===== src/rtl/pc_gen_if.sv =====
// Fetch-stage PC generator bus: redirect requests and RAS push/pop in, fetch address and status out.
interface pc_gen_if #(
  parameter int unsigned ADDR_W = 32
);
  logic              EN;
  logic              Exc_Valid;
  logic              Branch_Taken;
  logic [ADDR_W-1:0] Branch_Target;
  logic              Jump_Valid;
  logic [ADDR_W-1:0] Jump_Target;
  logic              JR_Valid;
  logic              JR_Is_Ret;
  logic [ADDR_W-1:0] JR_Target;
  logic              Call_Valid;
  logic [ADDR_W-1:0] Call_Ret;
  logic [ADDR_W-1:0] PC;
  logic [ADDR_W-1:0] PC_plus4;
  logic              Redirect;
  logic              Misalign;
  logic              Ras_Empty;

  modport master (
    output EN, Exc_Valid, Branch_Taken, Branch_Target, Jump_Valid, Jump_Target,
           JR_Valid, JR_Is_Ret, JR_Target, Call_Valid, Call_Ret,
    input  PC, PC_plus4, Redirect, Misalign, Ras_Empty
  );

  modport slave (
    input  EN, Exc_Valid, Branch_Taken, Branch_Target, Jump_Valid, Jump_Target,
           JR_Valid, JR_Is_Ret, JR_Target, Call_Valid, Call_Ret,
    output PC, PC_plus4, Redirect, Misalign, Ras_Empty
  );
endinterface


===== src/rtl/pc_gen.sv =====
// Program-counter generator with prioritised redirects and alignment fault reporting.
// Optional return-address stack enabled by defining PC_RAS_EN.
module pc_gen #(
  parameter int unsigned        ADDR_W    = 32,
  parameter logic [ADDR_W-1:0]  RESET_VEC = ADDR_W'(32'h0000_0000),
  parameter logic [ADDR_W-1:0]  EXC_VEC   = ADDR_W'(32'h0000_0180),
  parameter int unsigned        RAS_DEPTH = 4
) (
  input  logic         CLK,
  input  logic         RST,
  pc_gen_if.slave      bus
);

  localparam logic [ADDR_W-1:0] ALIGN_MASK = ~ADDR_W'(3);

  logic [ADDR_W-1:0] pc_q, pc_d, pc_plus4, raw_tgt, ras_top;
  logic              redirect_q, redirect_d, misalign_q, misalign_d;
  logic              tgt_hit, pop_hit, ras_empty;

  assign pc_plus4 = pc_q + ADDR_W'(4);

  // Pick the winning redirect source; the RAS top overrides JR_Target on a return hit
  always_comb begin
    raw_tgt = pc_plus4;
    tgt_hit = 1'b1;
    if (bus.Branch_Taken)    raw_tgt = bus.Branch_Target;
    else if (bus.Jump_Valid) raw_tgt = bus.Jump_Target;
    else if (bus.JR_Valid)   raw_tgt = pop_hit ? ras_top : bus.JR_Target;
    else                     tgt_hit = 1'b0;
  end

  // Next-state: exceptions bypass the stall, everything else waits for EN
  always_comb begin
    pc_d       = pc_q;
    redirect_d = redirect_q;
    misalign_d = misalign_q;
    if (bus.Exc_Valid) begin
      pc_d       = EXC_VEC & ALIGN_MASK;
      redirect_d = 1'b1;
      misalign_d = 1'b0;
    end else if (bus.EN) begin
      if (tgt_hit) begin
        pc_d       = raw_tgt & ALIGN_MASK;
        redirect_d = 1'b1;
        misalign_d = |raw_tgt[1:0];
      end else begin
        pc_d       = pc_plus4;
        redirect_d = 1'b0;
        misalign_d = 1'b0;
      end
    end
  end

  always_ff @(posedge CLK or negedge RST) begin
    if (!RST) begin
      pc_q       <= RESET_VEC;
      redirect_q <= 1'b0;
      misalign_q <= 1'b0;
    end else begin
      pc_q       <= pc_d;
      redirect_q <= redirect_d;
      misalign_q <= misalign_d;
    end
  end

`ifdef PC_RAS_EN
  localparam int unsigned PTR_W = (RAS_DEPTH > 1) ? $clog2(RAS_DEPTH) : 1;
  localparam int unsigned CNT_W = PTR_W + 1;

  logic [ADDR_W-1:0] ras_mem [RAS_DEPTH];
  logic [PTR_W-1:0]  top_q;
  logic [CNT_W-1:0]  cnt_q;
  logic              push;

  assign push      = bus.Call_Valid & bus.EN & ~bus.Exc_Valid & ~bus.Branch_Taken;
  assign pop_hit   = bus.JR_Valid & bus.JR_Is_Ret & bus.EN & ~bus.Exc_Valid &
                     ~bus.Branch_Taken & ~bus.Jump_Valid & (cnt_q != '0);
  assign ras_top   = ras_mem[top_q];
  assign ras_empty = (cnt_q == '0);

  // Circular pointer wraps naturally; a push onto a full stack overwrites the oldest entry
  always_ff @(posedge CLK or negedge RST) begin
    if (!RST) begin
      top_q <= '0;
      cnt_q <= '0;
    end else if (bus.Exc_Valid) begin
      cnt_q <= '0;
    end else if (push && !pop_hit) begin
      top_q <= top_q + PTR_W'(1);
      if (cnt_q != CNT_W'(RAS_DEPTH)) cnt_q <= cnt_q + CNT_W'(1);
    end else if (pop_hit && !push) begin
      top_q <= top_q - PTR_W'(1);
      cnt_q <= cnt_q - CNT_W'(1);
    end
  end

  // Simultaneous push and pop replaces the top entry in place
  always_ff @(posedge CLK) begin
    if (push) ras_mem[pop_hit ? top_q : top_q + PTR_W'(1)] <= bus.Call_Ret;
  end
`else
  logic unused_ras;
  assign unused_ras = ^{bus.Call_Valid, bus.JR_Is_Ret, bus.Call_Ret};
  assign pop_hit    = 1'b0;
  assign ras_top    = '0;
  assign ras_empty  = 1'b1;
`endif

  assign bus.PC        = pc_q;
  assign bus.PC_plus4  = pc_plus4;
  assign bus.Redirect  = redirect_q;
  assign bus.Misalign  = misalign_q;
  assign bus.Ras_Empty = ras_empty;

endmodule

===== src/flat_wrapper.sv =====
// flat-port wrapper written by rule: the top's interface ports become plain ports
module pc_gen_flat 
#(
  parameter int unsigned        ADDR_W    = 32,
  parameter logic [ADDR_W-1:0]  RESET_VEC = ADDR_W'(32'h0000_0000),
  parameter logic [ADDR_W-1:0]  EXC_VEC   = ADDR_W'(32'h0000_0180),
  parameter int unsigned        RAS_DEPTH = 4
)
  (CLK, RST, bus_EN, bus_Exc_Valid, bus_Branch_Taken, bus_Branch_Target, bus_Jump_Valid, bus_Jump_Target, bus_JR_Valid, bus_JR_Is_Ret, bus_JR_Target, bus_Call_Valid, bus_Call_Ret, bus_PC, bus_PC_plus4, bus_Redirect, bus_Misalign, bus_Ras_Empty);
  pc_gen_if #(.ADDR_W(ADDR_W)) bus_i ();
  input  logic CLK;
  input  logic RST;
  input wire logic [$bits(bus_i.EN)-1:0] bus_EN;
  input wire logic [$bits(bus_i.Exc_Valid)-1:0] bus_Exc_Valid;
  input wire logic [$bits(bus_i.Branch_Taken)-1:0] bus_Branch_Taken;
  input wire logic [$bits(bus_i.Branch_Target)-1:0] bus_Branch_Target;
  input wire logic [$bits(bus_i.Jump_Valid)-1:0] bus_Jump_Valid;
  input wire logic [$bits(bus_i.Jump_Target)-1:0] bus_Jump_Target;
  input wire logic [$bits(bus_i.JR_Valid)-1:0] bus_JR_Valid;
  input wire logic [$bits(bus_i.JR_Is_Ret)-1:0] bus_JR_Is_Ret;
  input wire logic [$bits(bus_i.JR_Target)-1:0] bus_JR_Target;
  input wire logic [$bits(bus_i.Call_Valid)-1:0] bus_Call_Valid;
  input wire logic [$bits(bus_i.Call_Ret)-1:0] bus_Call_Ret;
  output wire logic [$bits(bus_i.PC)-1:0] bus_PC;
  output wire logic [$bits(bus_i.PC_plus4)-1:0] bus_PC_plus4;
  output wire logic [$bits(bus_i.Redirect)-1:0] bus_Redirect;
  output wire logic [$bits(bus_i.Misalign)-1:0] bus_Misalign;
  output wire logic [$bits(bus_i.Ras_Empty)-1:0] bus_Ras_Empty;
  assign bus_i.EN = bus_EN;
  assign bus_i.Exc_Valid = bus_Exc_Valid;
  assign bus_i.Branch_Taken = bus_Branch_Taken;
  assign bus_i.Branch_Target = bus_Branch_Target;
  assign bus_i.Jump_Valid = bus_Jump_Valid;
  assign bus_i.Jump_Target = bus_Jump_Target;
  assign bus_i.JR_Valid = bus_JR_Valid;
  assign bus_i.JR_Is_Ret = bus_JR_Is_Ret;
  assign bus_i.JR_Target = bus_JR_Target;
  assign bus_i.Call_Valid = bus_Call_Valid;
  assign bus_i.Call_Ret = bus_Call_Ret;
  assign bus_PC = bus_i.PC;
  assign bus_PC_plus4 = bus_i.PC_plus4;
  assign bus_Redirect = bus_i.Redirect;
  assign bus_Misalign = bus_i.Misalign;
  assign bus_Ras_Empty = bus_i.Ras_Empty;
  pc_gen #(.ADDR_W(ADDR_W), .RESET_VEC(RESET_VEC), .EXC_VEC(EXC_VEC), .RAS_DEPTH(RAS_DEPTH)) u_core (.CLK(CLK), .RST(RST), .bus(bus_i));
endmodule

===== config.mk =====
export PLATFORM = sky130hd
export DESIGN_NAME = pc_gen_flat
export DESIGN_NICKNAME = d
export VERILOG_FILES = /design/src/rtl/pc_gen_if.sv /design/src/rtl/pc_gen.sv /design/src/flat_wrapper.sv
export SDC_FILE = /design/constraint.sdc
export NUM_CORES = 1
export LEC_CHECK = 0
export BUFFER_PORTS_ARGS = -buffer_cell sky130_fd_sc_hd__buf_2
export CAP_MARGIN = 20
export CELL_PAD_IN_SITES_DETAIL_PLACEMENT = 0
export CELL_PAD_IN_SITES_GLOBAL_PLACEMENT = 1
export CORE_AREA = 3 3 103 125
export DETAILED_ROUTE_END_ITERATION = 7
export DIE_AREA = 0 0 106 128
export PLACE_DENSITY = 0.78
export SYNTH_ARGS = -nofsm -noshare
export SYNTH_HDL_FRONTEND = slang
export SYNTH_SLANG_ARGS = --single-unit

===== constraint.sdc =====
create_clock -name CLK -period 2.02 [get_ports CLK]
set_input_delay 0.101 -clock CLK [delete_from_list [all_inputs] [get_ports CLK]]
set_output_delay 0.101 -clock CLK [all_outputs]
set_load 0.1 [all_outputs]

==> key figures <==
Run status
  • Status: complete, but fails checks
  • Violated checks: setup timing

Floorplan
  • Row Count: 43
  • # IOs: 204
  • Die Wd: 106 um
  • Core ar.: 11,600 sq um
  • Die Ht: 128 um
  • Initial Util: 25.3%
  • Die Footprint: 13,600 sq um

Power
  • Sw Share: 47.7%
  • Peak VDD IR: 0.461 mV
  • Pwr/cell area: 572 nW/um^2
  • Flop pwr share: 24.2%
  • Clock power frac: 24.2%
  • Switching pwr: 1.56 mW
  • Gate power share: 51.6%
  • Leak Pwr: 2.55 nW
  • Cell internal pwr: 1.72 mW

Placed design
  • RePlAce Congestion: 0.839
  • Post-detail-place hpwl: 10,100 um
  • Place WS: -0.0278 ns
  • DP Area: 5030 sq um
  • Port Buf Inserts: 164

Timing
  • Setup_tns: -0.567 ns
  • Fin. Hold Viols: 0
  • Period minus WS final: 2.11 ns
  • Unrepaired setup endpoints after global routing: yes
  • Clk_skew: 0.00655 ns
  • Max-slew headroom: 28.3%
  • Max Freq: 474 MHz
  • Crit share post-route: 104%
  • Final worst slack: -0.0881 ns
  • Worst slew pin tran: 1.07 ns
  • Setup violations, final: 13
  • Max-slew violation count: 0

Global route
  • GRT Residual Overflow: 0
  • Global-route usage over all layers: 19.4%
  • Wire length of the first global-routing pass: 20,800 um
  • Largest net degree at the start of global routing: 33
  • Antenna violations before repair: 0
  • Vias in the first global route: 4,093

Synth
  • Synth unique cells: 51
  • Synth Instances: 379
  • Async S/R FF share, synth: 100%
  • Ys flop type: dfrtp_1
  • Register area share after synthesis: 27.3%
  • #FFs+latches synth: 32
  • Synth warn: 0
  • Post-synth EDFFs: 0
  • Avg Inst Size Synth: 7.75 sq um
  • Synthesized cell area: 2940 sq um

Hold path
  • Hold WC Path Type: in -> reg
  • WHS Path Cells: 3
  • Beginning of the worst hold path: bus_Branch_Target[12]

Layout
  • Nets: 730
  • Synthesis-to-layout area growth: 95.3%
  • Share of cells above drive strength 1: 58.3%
  • Antenna cell count: 0
  • Final Cell Area: 5730 sq um

Routing
  • Routed wire length: 13,800 um
  • DRC violations left: 0
  • Final ANT Viol Nets: 0
  • 1st-pass router iterations: 5
  • Detailed-route vias per instance: 5.31
  • DR WL/cell: 18.4 um
  • Vias: 3,983
  • DRT iter0 DRCs: 200

Setup path
  • Worst setup SP type: flop
  • Reg-to-Reg Start: u_core.bus.PC[21]
  • Crit. End Element: primary output
  • R2R cell count: 7
  • Slowest CP cell: dfrtp_4
  • Req. time, crit path: 1.92 ns
  • Family with the most delay on the worst path: simple AND/OR/NAND/NOR gates
  • WP buf/inv: 2
  • Worst path cell trace: nand4_4 > buf_4 > or3_4 > nor3_4 > xor2_4 > buf_12
  • Crit path DAT: 2.01 ns
  • CP startpoint: u_core.bus.PC[6]
  • Max stage delay on crit path: 0.42 ns
  • Crit path max fanout: 4
  • WP depth: 6
  • Setup Crit Path Kind: reg -> out

CTS
  • Worst-path clk slew: 0.05 ns
  • Clock Path Buffers: 2
  • Clock Root Buffer: clkbuf_16
  • H-tree levels: 2
  • Worst skew pair latency: 0.29 ns
  • CTS sink cnt: 32
  • Total CTS buffers: 5
  • CTS tree: done

Run
  • Max_cap viols: 0
## cell usage in the layout (no fill, tap or decap), types with 7 or more instances in the layout
master	n
o221ai_1	7
nor2_1	8
o211ai_1	12
o21ai_0	33
a31oi_1	10
nand2_1	41
nand3_1	12
buf_2	138
nand2b_1	8
buf_6	10
buf_4	67
a21oi_1	9
buf_12	25
dfrtp_2	10
dfrtp_4	16
xnor2_4	18
o22ai_1	14
nand4_1	8
a22oi_1	13
## path summary, 6_finish.rpt
path	slack, ns	to
setup / recovery	-0.09	bus_PC_plus4[17]
hold / removal	0.07	u_core.bus.PC[12]
setup reg to reg	0.12	u_core.bus.PC[31]
hold reg to reg	0.54	u_core.bus.Redirect
max in group asynchronous	0.95	u_core.bus.PC[13]
min in group asynchronous	0.46	u_core.bus.PC[22]
## what timing repair did
item                                   in CTS  in global routing
pin swaps                                  15                 15
resized for setup                          33                 15
endpoints found under the hold margin      32                  0
hold buffers                                1                  0
setup buffers                              28                 12
setup endpoints to repair                  23                 23
cloned                                      1                  0
## synth_stat cells (4+ instances only)
| cell type | n | area [sq um] |
|---|---|---|
| or3_1 | 6 | 37.5 |
| a21oi_1 | 9 | 45.0 |
| o21ai_0 | 33 | 165 |
| a22oi_1 | 13 | 97.6 |
| clkbuf_1 | 29 | 109 |
| buf_4 | 5 | 37.5 |
| nand2b_1 | 8 | 50.1 |
| nand2_1 | 44 | 165 |
| xnor2_1 | 21 | 184 |
| dfrtp_1 | 32 | 801 |
| buf_2 | 4 | 20.0 |
| a31oi_1 | 10 | 62.6 |
| a21boi_0 | 7 | 52.6 |
| nor4_1 | 4 | 25.0 |
| o221ai_1 | 7 | 61.3 |
| xor2_1 | 7 | 61.3 |
| nand3_1 | 22 | 110 |
| nor3_1 | 8 | 40.0 |
| a221o_1 | 5 | 50.1 |
| a211oi_1 | 6 | 45.0 |
| nor2_1 | 13 | 48.8 |
| nand4_1 | 8 | 50.1 |
| o221a_2 | 5 | 56.3 |
| mux2i_1 | 5 | 50.1 |
| o22ai_1 | 14 | 87.6 |
| o211ai_1 | 12 | 90.1 |
## final cells by class
cell class | count | area, sq um
Multi-Input combinational cell | 306 | 2670
Timing Repair Buffer | 243 | 1830
Fill cell | 1127 | 5890
Clock inverter | 2 | 10.0
Clock buffer | 6 | 139
Tap cell | 157 | 196
Sequential cell | 32 | 873
Inverter | 4 | 15.0
## metrics by stage
step | utilization, % | hold WS (ns) | cells | power [mW]
6_report | 49.3 | 0.0685 | 750 | 3.28
3_3_place_gp | 43.3 | 0.238 | 699 | 2.42
4_1_cts | 47.9 | 0.0642 | 737 | 3.27
5_1_grt | 49.3 | 0.0825 | 750 | 3.38
3_5_place_dp | 43.3 | 0.238 | 699 | 2.43
2_1_floorplan | - | -0.195 | 382 | 1.94
## power groups by stage
stage               clock [mW]  sequential, mW  combinational [mW]
floorplan                    0            1.18               0.765
global placement             0           0.819                1.60
detailed placement           0           0.825                1.61
CTS                      0.808           0.799                1.66
global route             0.823           0.803                1.76
finish                   0.794           0.795                1.69
## logic make-up after synthesis
kind of cell,Yosys count,share of synthesized area [%]
buffers and inverters,44,6.43
AND/OR/NAND/NOR,130,23.1
XOR/XNOR,28,8.35
AO/OA/AOI/OAI,137,32.4
multiplexers,5,1.70
flip-flops,32,27.3
other,2,0.256
adder cells (fa/ha/maj),1,0.426
## worst reg2reg max path, stage by stage (launching register included)
cell and delay, ns:
dfrtp_2 0.49, nand3_2 0.22, nor3_4 0.31, nand4_1 0.15
buf_6 0.17, buf_4 0.13, a21boi_0 0.16, o221a_2 0.22
## per-layer routing
| metal | GRT usage [%] | share of wire, % | up-vias |
|---|---|---|---|
| met1 | 22.3 | 39 | 1950 |
| met3 | 3.98 | 6.2 | 17 |
| met5 | 0 | 0 | - |
| met4 | 6.63 | 1.7 | 0 |
| met2 | 35.8 | 53 | 157 |
| li1 | - | - | 1859 |
## state kept, by name (all words and copies together), names as in the netlist
| register | count |
|---|---|
| u_core.bus.PC | 30 |
| u_core.bus.Redirect | 1 |
| u_core.bus.Misalign | 1 |
Note: power is estimated with default switching activity, not from simulation.
